File: src/rtl/fa_serial_ctrl_if.sv
// Request/response bundle between a datapath and the bit-serial adder.
// The requester drives start and the operands; the adder returns
// status and the registered result.
interface fa_serial_ctrl_if #(
  parameter int WIDTH = 8
);
  logic             start;
  logic [WIDTH-1:0] a;
  logic [WIDTH-1:0] b;
  logic             ci;
  logic             busy;
  logic             done;
  logic [WIDTH-1:0] s;
  logic             co;

  modport master (
    output start, a, b, ci,
    input  busy, done, s, co
  );

  modport slave (
    input  start, a, b, ci,
    output busy, done, s, co
  );
endinterface

File: src/rtl/fa_serial_ctrl.sv
// Bit-serial WIDTH-bit adder controller. A single one-bit full-adder cell
// (fa_case) is stepped once per clock, LSB first, for WIDTH cycles.
// Result {co,s} = a + b + ci, presented with a one-cycle done pulse.
module fa_serial_ctrl #(
  parameter int WIDTH = 8
) (
  input  logic              clk,
  input  logic              rst_n,
  fa_serial_ctrl_if.slave   bus
);

  localparam int CW = $clog2(WIDTH + 1);
  localparam logic [CW-1:0] LAST_BIT = CW'(WIDTH - 1);

  typedef enum logic [1:0] {
    ST_IDLE = 2'd0,
    ST_RUN  = 2'd1,
    ST_DONE = 2'd2
  } state_t;

  // One-bit full-adder cell as a truth table; returns {carry, sum}.
  function automatic logic [1:0] fa_case(input logic x, input logic y, input logic z);
    logic [1:0] r;
    case ({x, y, z})
      3'b000:  r = 2'b00;
      3'b001:  r = 2'b01;
      3'b010:  r = 2'b01;
      3'b011:  r = 2'b10;
      3'b100:  r = 2'b01;
      3'b101:  r = 2'b10;
      3'b110:  r = 2'b10;
      3'b111:  r = 2'b11;
      default: r = 2'b00;
    endcase
    return r;
  endfunction

  state_t           state_q, state_d;
  logic [WIDTH-1:0] sa_q, sa_d;
  logic [WIDTH-1:0] sb_q, sb_d;
  logic [WIDTH-1:0] ss_q, ss_d;
  logic             c_q, c_d;
  logic [CW-1:0]    cnt_q, cnt_d;
  logic [WIDTH-1:0] s_q, s_d;
  logic             co_q, co_d;
  logic             busy_q, busy_d;
  logic             done_q, done_d;

  logic             fa_sum_s;
  logic             fa_co_s;
  logic [WIDTH-1:0] ss_shift_s;

  // The single shared full-adder cell, fed from the operand LSBs and carry flop.
  always_comb begin
    {fa_co_s, fa_sum_s} = fa_case(sa_q[0], sb_q[0], c_q);
  end

  // Sum register shifted right with the fresh sum bit entering at the top;
  // written bitwise so WIDTH=1 needs no empty slice.
  always_comb begin
    ss_shift_s            = ss_q >> 1;
    ss_shift_s[WIDTH-1]   = fa_sum_s;
  end

  // Next-state and datapath update for the IDLE/RUN/DONE sequencer.
  always_comb begin
    state_d = state_q;
    sa_d    = sa_q;
    sb_d    = sb_q;
    ss_d    = ss_q;
    c_d     = c_q;
    cnt_d   = cnt_q;
    s_d     = s_q;
    co_d    = co_q;
    case (state_q)
      ST_IDLE, ST_DONE: begin
        // DONE accepts a new request too, giving back-to-back throughput.
        if (bus.start) begin
          sa_d    = bus.a;
          sb_d    = bus.b;
          c_d     = bus.ci;
          cnt_d   = {CW{1'b0}};
          ss_d    = {WIDTH{1'b0}};
          state_d = ST_RUN;
        end else begin
          state_d = ST_IDLE;
        end
      end
      ST_RUN: begin
        sa_d  = sa_q >> 1;
        sb_d  = sb_q >> 1;
        ss_d  = ss_shift_s;
        c_d   = fa_co_s;
        cnt_d = cnt_q + CW'(1);
        if (cnt_q == LAST_BIT) begin
          // Final bit: publish the completed sum and carry on this edge.
          s_d     = ss_shift_s;
          co_d    = fa_co_s;
          state_d = ST_DONE;
        end else begin
          state_d = ST_RUN;
        end
      end
      default: begin
        state_d = ST_IDLE;
      end
    endcase
  end

  // Status flags follow the next state so they come straight out of flops.
  always_comb begin
    busy_d = (state_d == ST_RUN);
    done_d = (state_d == ST_DONE);
  end

  // State, datapath and output registers with asynchronous reset.
  always_ff @(posedge clk or negedge rst_n) begin
    if (!rst_n) begin
      state_q <= ST_IDLE;
      sa_q    <= {WIDTH{1'b0}};
      sb_q    <= {WIDTH{1'b0}};
      ss_q    <= {WIDTH{1'b0}};
      c_q     <= 1'b0;
      cnt_q   <= {CW{1'b0}};
      s_q     <= {WIDTH{1'b0}};
      co_q    <= 1'b0;
      busy_q  <= 1'b0;
      done_q  <= 1'b0;
    end else begin
      state_q <= state_d;
      sa_q    <= sa_d;
      sb_q    <= sb_d;
      ss_q    <= ss_d;
      c_q     <= c_d;
      cnt_q   <= cnt_d;
      s_q     <= s_d;
      co_q    <= co_d;
      busy_q  <= busy_d;
      done_q  <= done_d;
    end
  end

  assign bus.busy = busy_q;
  assign bus.done = done_q;
  assign bus.s    = s_q;
  assign bus.co   = co_q;

endmodule
File: src/flat_wrapper.sv
// flat-port wrapper written by rule: the top's interface ports become plain ports
module fa_serial_ctrl_flat 
#(
  parameter int WIDTH = 8
)
  (clk, rst_n, bus_start, bus_a, bus_b, bus_ci, bus_busy, bus_done, bus_s, bus_co);
  fa_serial_ctrl_if #(.WIDTH(WIDTH)) bus_i ();
  input  logic clk;
  input  logic rst_n;
  input wire logic [$bits(bus_i.start)-1:0] bus_start;
  input wire logic [$bits(bus_i.a)-1:0] bus_a;
  input wire logic [$bits(bus_i.b)-1:0] bus_b;
  input wire logic [$bits(bus_i.ci)-1:0] bus_ci;
  output wire logic [$bits(bus_i.busy)-1:0] bus_busy;
  output wire logic [$bits(bus_i.done)-1:0] bus_done;
  output wire logic [$bits(bus_i.s)-1:0] bus_s;
  output wire logic [$bits(bus_i.co)-1:0] bus_co;
  assign bus_i.start = bus_start;
  assign bus_i.a = bus_a;
  assign bus_i.b = bus_b;
  assign bus_i.ci = bus_ci;
  assign bus_busy = bus_i.busy;
  assign bus_done = bus_i.done;
  assign bus_s = bus_i.s;
  assign bus_co = bus_i.co;
  fa_serial_ctrl #(.WIDTH(WIDTH)) u_core (.clk(clk), .rst_n(rst_n), .bus(bus_i));
endmodule
File: config.mk
export PLATFORM = sky130hd
export DESIGN_NAME = fa_serial_ctrl_flat
export DESIGN_NICKNAME = d
export VERILOG_FILES = /design/src/rtl/fa_serial_ctrl_if.sv /design/src/rtl/fa_serial_ctrl.sv /design/src/flat_wrapper.sv
export SDC_FILE = /design/constraint.sdc
export NUM_CORES = 1
export LEC_CHECK = 0
export ABC_CLOCK_PERIOD_IN_PS = 3200
export CORE_MARGIN = 2
export CORE_UTILIZATION = 50
export DETAILED_ROUTE_END_ITERATION = 12
export GPL_ROUTABILITY_DRIVEN = 0
export PLACE_DENSITY = 0.77
export SYNTH_ARGS = -nofsm -noshare
export SYNTH_HDL_FRONTEND = slang
export SYNTH_SLANG_ARGS = --single-unit
File: constraint.sdc
create_clock -name clk -period 3.2 [get_ports clk]
set_clock_uncertainty 0.2 [all_clocks]
set_input_delay 0.64 -clock clk [delete_from_list [all_inputs] [get_ports clk]]
set_output_delay 0.64 -clock clk [all_outputs]
set_load 0.05 [all_outputs]
# Word-level counts from Yosys, hierarchy flattened

Memory sizes are Yosys's and may differ from the RTL's.
Cells that the tools add are included.

Flip-flop bits (word level): 42
Memory bits (read-only): 16
Bits of input ports: 20
Word-level logic and storage cells: 36
Memories kept: 1

$add $sub $neg: 1
Equality and inequality tests: 6
Multiplexer cells: 13
Reduce and logical (&&, ||, !) cells: 5

Memory list:

| name             | words | bits a word | rd ports | clocked after memory_dff | wr ports | line                 | text |
|---|---|---|---|---|---|---|---|
| (name not given) | 8     | 2           | 1        | 0                        | 0        | fa_serial_ctrl.sv:24 | `case ({x, y, z})` |

Operators by type and width:

| cell                                          | count |
|---|---|
| case mux 8 bit (2 select lines)               | 3 |
| 2-to-1 mux 8 bit                              | 3 |
| case mux 4 bit (2 select lines)               | 1 |
| adder 4 x 1 -> 4 bit, second input constant   | 1 |
| == test 2 x 1 -> 1 bit, second input constant | 2 |
| == test 2 bit, second input constant          | 2 |
| == test 4 x 3 -> 1 bit, second input constant | 1 |
| 2-to-1 mux 4 bit                              | 1 |
| case mux 2 bit (2 select lines)               | 1 |
| AND reduction 2 bit                           | 2 |
| zero test 2 bit                               | 1 |
| 2-to-1 mux 1 bit                              | 2 |
| 2-to-1 mux 2 bit                              | 1 |
| != test 2 bit, second input constant          | 1 |
| case mux 1 bit (2 select lines)               | 1 |
| nonzero test 2 bit                            | 1 |
| OR reduction 2 bit                            | 1 |

# Longest topological paths before layout

Word-level depth: 4
Depth in mapped cells: 5
Depth with buffers taken out: 4

# Worst setup path before layout

Ideal clock, no wire load.

Path type: input to register
Start point: input bus_start
End point: register u_core.c_q
Setup time: 0.126 ns
Data arrival time: 1.342 ns
Data required time: 2.874 ns
Setup slack: 1.532 ns
Stages: 4
Buffers on the path: 1
Cells stage by stage: nor2b_1 buf_2 nor3_1 a221o_1

Cells in the longest elaborated chain, start to end: 2

Ends and longest elaborated chain:

| what                                 | line                  | text |
|---|---|---|
| start: declaration                   | flat_wrapper.sv:10    | `input wire logic [$bits(bus_i.start)-1:0] bus_start;` |
| != test 2 bit (no source line)       | n/a                   |  |
| AND reduction 2 bit (no source line) | n/a                   |  |
| end signal: assignment               | fa_serial_ctrl.sv:123 | `c_q <= 1'b0;` |
| end signal: assignment               | fa_serial_ctrl.sv:134 | `c_q <= c_d;` |
| end: declaration                     | fa_serial_ctrl.sv:42  | `logic c_q, c_d;` |

Every way passes these cells.
A chain may end at the register's enable or synchronous reset.

# Worst setup path in the final report

Start point: register u_core.s_q[3] (netlist: u_core.bus.s[3])
End point: output bus_s[3]

RTL lines:

| what                     | line                  | text |
|---|---|---|
| start: declaration       | fa_serial_ctrl.sv:44  | `logic [WIDTH-1:0] s_q, s_d;` |
| start signal: assignment | fa_serial_ctrl.sv:125 | `s_q <= {WIDTH{1'b0}};` |
| end: declaration         | flat_wrapper.sv:16    | `output wire logic [$bits(bus_i.s)-1:0] bus_s;` |

No word-level cell between the ends.

==> flow_metrics.tcl <==
set metrics [dict create \
    cts_buffers 5 \
    crit_type "register to primary output" \
    numPortBuffers 30 \
    cts_hold_buf 0 \
    path_max_fanout 2 \
    setup_violations 0 \
    ctsLongestPathBuffers 2 \
    swShare_pct 39.2 \
    finalCritPeriodShare_pct 73.8 \
    fillers 297 \
    fmax_mhz 423 \
    routed_wirelength_mm 2.86 \
    synth_seq_cells 41 \
    grt_pass1_vias 1063 \
    tns_ps 0 \
    yosys_warnings 0 \
    core_um2 3310 \
    syn_inst 124 \
    grt_pass1_wl_mm 4.82 \
    combPwrFrac_pct 45.8 \
    cap_viol_max_count 0 \
    multiInputGateArea_um2 612 \
    synth.top_cell.area_share_pct 60.2 \
    outcome "finished, final reports clean" \
    grt_use_total_pct 16.5 \
    synth.distinct_cells 22 \
    cts_tree "yes" \
    p_leak_nw 1.03 \
    vias 1094 \
    die_area_um2 3890 \
    maxSlewViolCount 0 \
    synth_area_per_cell_um2 13.7 \
    clk_pin_slew_ps 120 \
    clockRootBuffer "clkbuf_4" \
    first_pass_iters 4 \
    cts.sinks 41 \
    dpl.hpwl_mm 1.89 \
    relSlewSlack_pct 40.6 \
    synthesis.nets 147 \
    ys_seq_area_share_pct 60.2 \
    cp.required_ps 2360 \
    grt_overflow_total 0 \
    end_kind "primary output" \
    p_per_area_nw_per_um2 1000 \
    start_util_pct 51.5 \
    cp.buffers_inverters 1 \
    dr.first_iter.drc_count 41 \
    grt_start_max_net_pins 42 \
    drc 0 \
    synth_area_leaders "dfrtp_1, a22o_1, mux2_2" \
    cts.htree.levels 2 \
    ctsResizeCount 0 \
    r2r-start "u_core.cnt_q[0]" \
    areaGrowthSynthToFinish_pct 21.6 \
    r2r_cells 4 \
    register_area_um2 1030 \
    setup_ws_ps 837 \
    layout-drive-gt1-share_pct 15.5 \
    switchingPower_w 0.000814 \
    crit_path_start_kind "register" \
    die_w_um 62.4 \
    path_cells "clkdlybuf4s50_1" \
    core.rowCount 21 \
    antenna_found_initial 0 \
    hp-class "input port to async pin" \
    ir_worst_vdd_mv 0.394 \
    crit_start "u_core.bus.s[3]" \
    rsz0062_at_grt "false" \
    crit_cells 1 \
    viasPerCell 5.44 \
    syn-cell-area_um2 1700 \
    ant_nets 0 \
    final_hold_viol_count 0 \
    power_w 0.00208 \
    clk-insertion-delay-late_ps 350 \
    p_int_w 0.00126 \
    p_clk_share_pct 12.0 \
    fin_crit_ps 2360 \
    slowest_stage "clkdlybuf4s50_1" \
    cpPeakStageDelay_ps 810 \
    tightest_slew_ps 890 \
    post-place-ws_ps 728 \
    crit_family "buffers and inverters" \
    instances_no_fill 201 \
    postCtsSetupRepairBufs 0 \
    rrSetupSlack_ps 1130 \
    nets 177 \
    routedWlPerCell_um 14.2 \
    diodes 0 \
    die_h_um 62.4 \
    place_inst 193 \
    p_seq_share_pct 42.2 \
    ios 31 \
    cp.arrival_ps 1520 \
    synth_largest_area_cell "dfrtp_1" \
]
state kept, by name, indices dropped and copies added (netlist names):
signal	count
u_core.bus.busy	1
u_core.cnt_q	4
u_core.bus.s	8
u_core.bus.done	1
u_core.ss_q	7
u_core.bus.co	1
u_core.sb_q	8
u_core.sa_q	8
u_core.state_q	2
u_core.c_q	1
power groups by stage:
stage / sequential (W) / combinational, W / clock (W)
2_1_floorplan: 0.00104 / 0.000566 / 0
3_3_place_gp: 0.000880 / 0.000929 / 0
3_5_place_dp: 0.000884 / 0.000958 / 0
4_1_cts: 0.000875 / 0.000962 / 0.000260
5_1_grt: 0.000908 / 0.00103 / 0.000285
6_report: 0.000876 / 0.000951 / 0.000249
logic make-up after synthesis:
logic type                 share of synthesized area, %
adders and majority gates                          2.20
xor gates and xnor gates                          0.514
muxes                                              8.37
DFF                                                60.2
buffers and inverters                              3.89
AOI/OAI and AO/OA                                  19.5
and+or+nand+nor                                    5.29
synth_stat cells:
library cell  instances
clkbuf_1              2
nor2b_1               2
xor2_1                1
nand2b_1              1
mux2i_1               3
nand4_1               1
nor3b_1               1
nand2_1               4
a221o_1               2
a22o_1               24
nor3b_2               1
inv_1                 3
nor3_1                2
ha_1                  3
nor2_2                1
o21ai_0               1
mux2_2               10
buf_2                 5
nor2b_4               1
a21o_1               13
buf_6                 2
dfrtp_1              41
layout by cell type (no fill, tap or decap), drive strengths merged:
master and count:
a21o 13, a221o 2, a22o 24, buf 3
clkbuf 5, clkdlybuf4s50 29, clkinv 2, clkinvlp 1
dfrtp 41, ha 3, inv 3, mux2 10
mux2i 3, nand2 4, nand2b 1, nand4 1
nor2 1, nor2b 3, nor3 2, nor3b 2
o21ai 1, xor2 1
metrics by stage:
step | util (%) | hold slack (ps) | instance area [µm²]
after floorplan | - | 144 | 1700
after global placement | 60.9 | 259 | 2020
after detailed placement | 60.9 | 267 | 2020
after CTS | 62.6 | 204 | 2070
after global routing | 62.6 | 231 | 2070
final | 62.6 | 182 | 2070
worst paths after layout:
kind | to
min in group clk | u_core.sb_q[2]
max reg2reg | u_core.bus.s[3]
max | bus_s[3]
max in group asynchronous | u_core.bus.s[3]
min reg2reg | u_core.sb_q[2]
min | u_core.bus.done
per-layer routing:
| metal | global-route usage [%] | vias to the layer above | part of all wire [%] | routed length [µm] |
|---|---|---|---|---|
| met3 | 4.68 | 6 | 5.4 | 155 |
| met2 | 25.5 | 22 | 48 | 1380 |
| met1 | 19.7 | 553 | 44 | 1250 |
| li1 | - | 513 | - | - |
| met4 | 12.5 | 0 | 2.5 | 72 |
| met5 | 0 | - | 0 | 0 |
area by class of cell:
cell class | instances | share of cell area, %
Clock buffer | 5 | 1.81
Clock inverter | 3 | 0.845
Inverter | 3 | 0.543
Multi-Input combinational cell | 71 | 29.5
Sequential cell | 41 | 49.5
Tap cell | 46 | 2.78
Timing Repair Buffer | 32 | 15.0
Power figures use the tool's default switching activity.
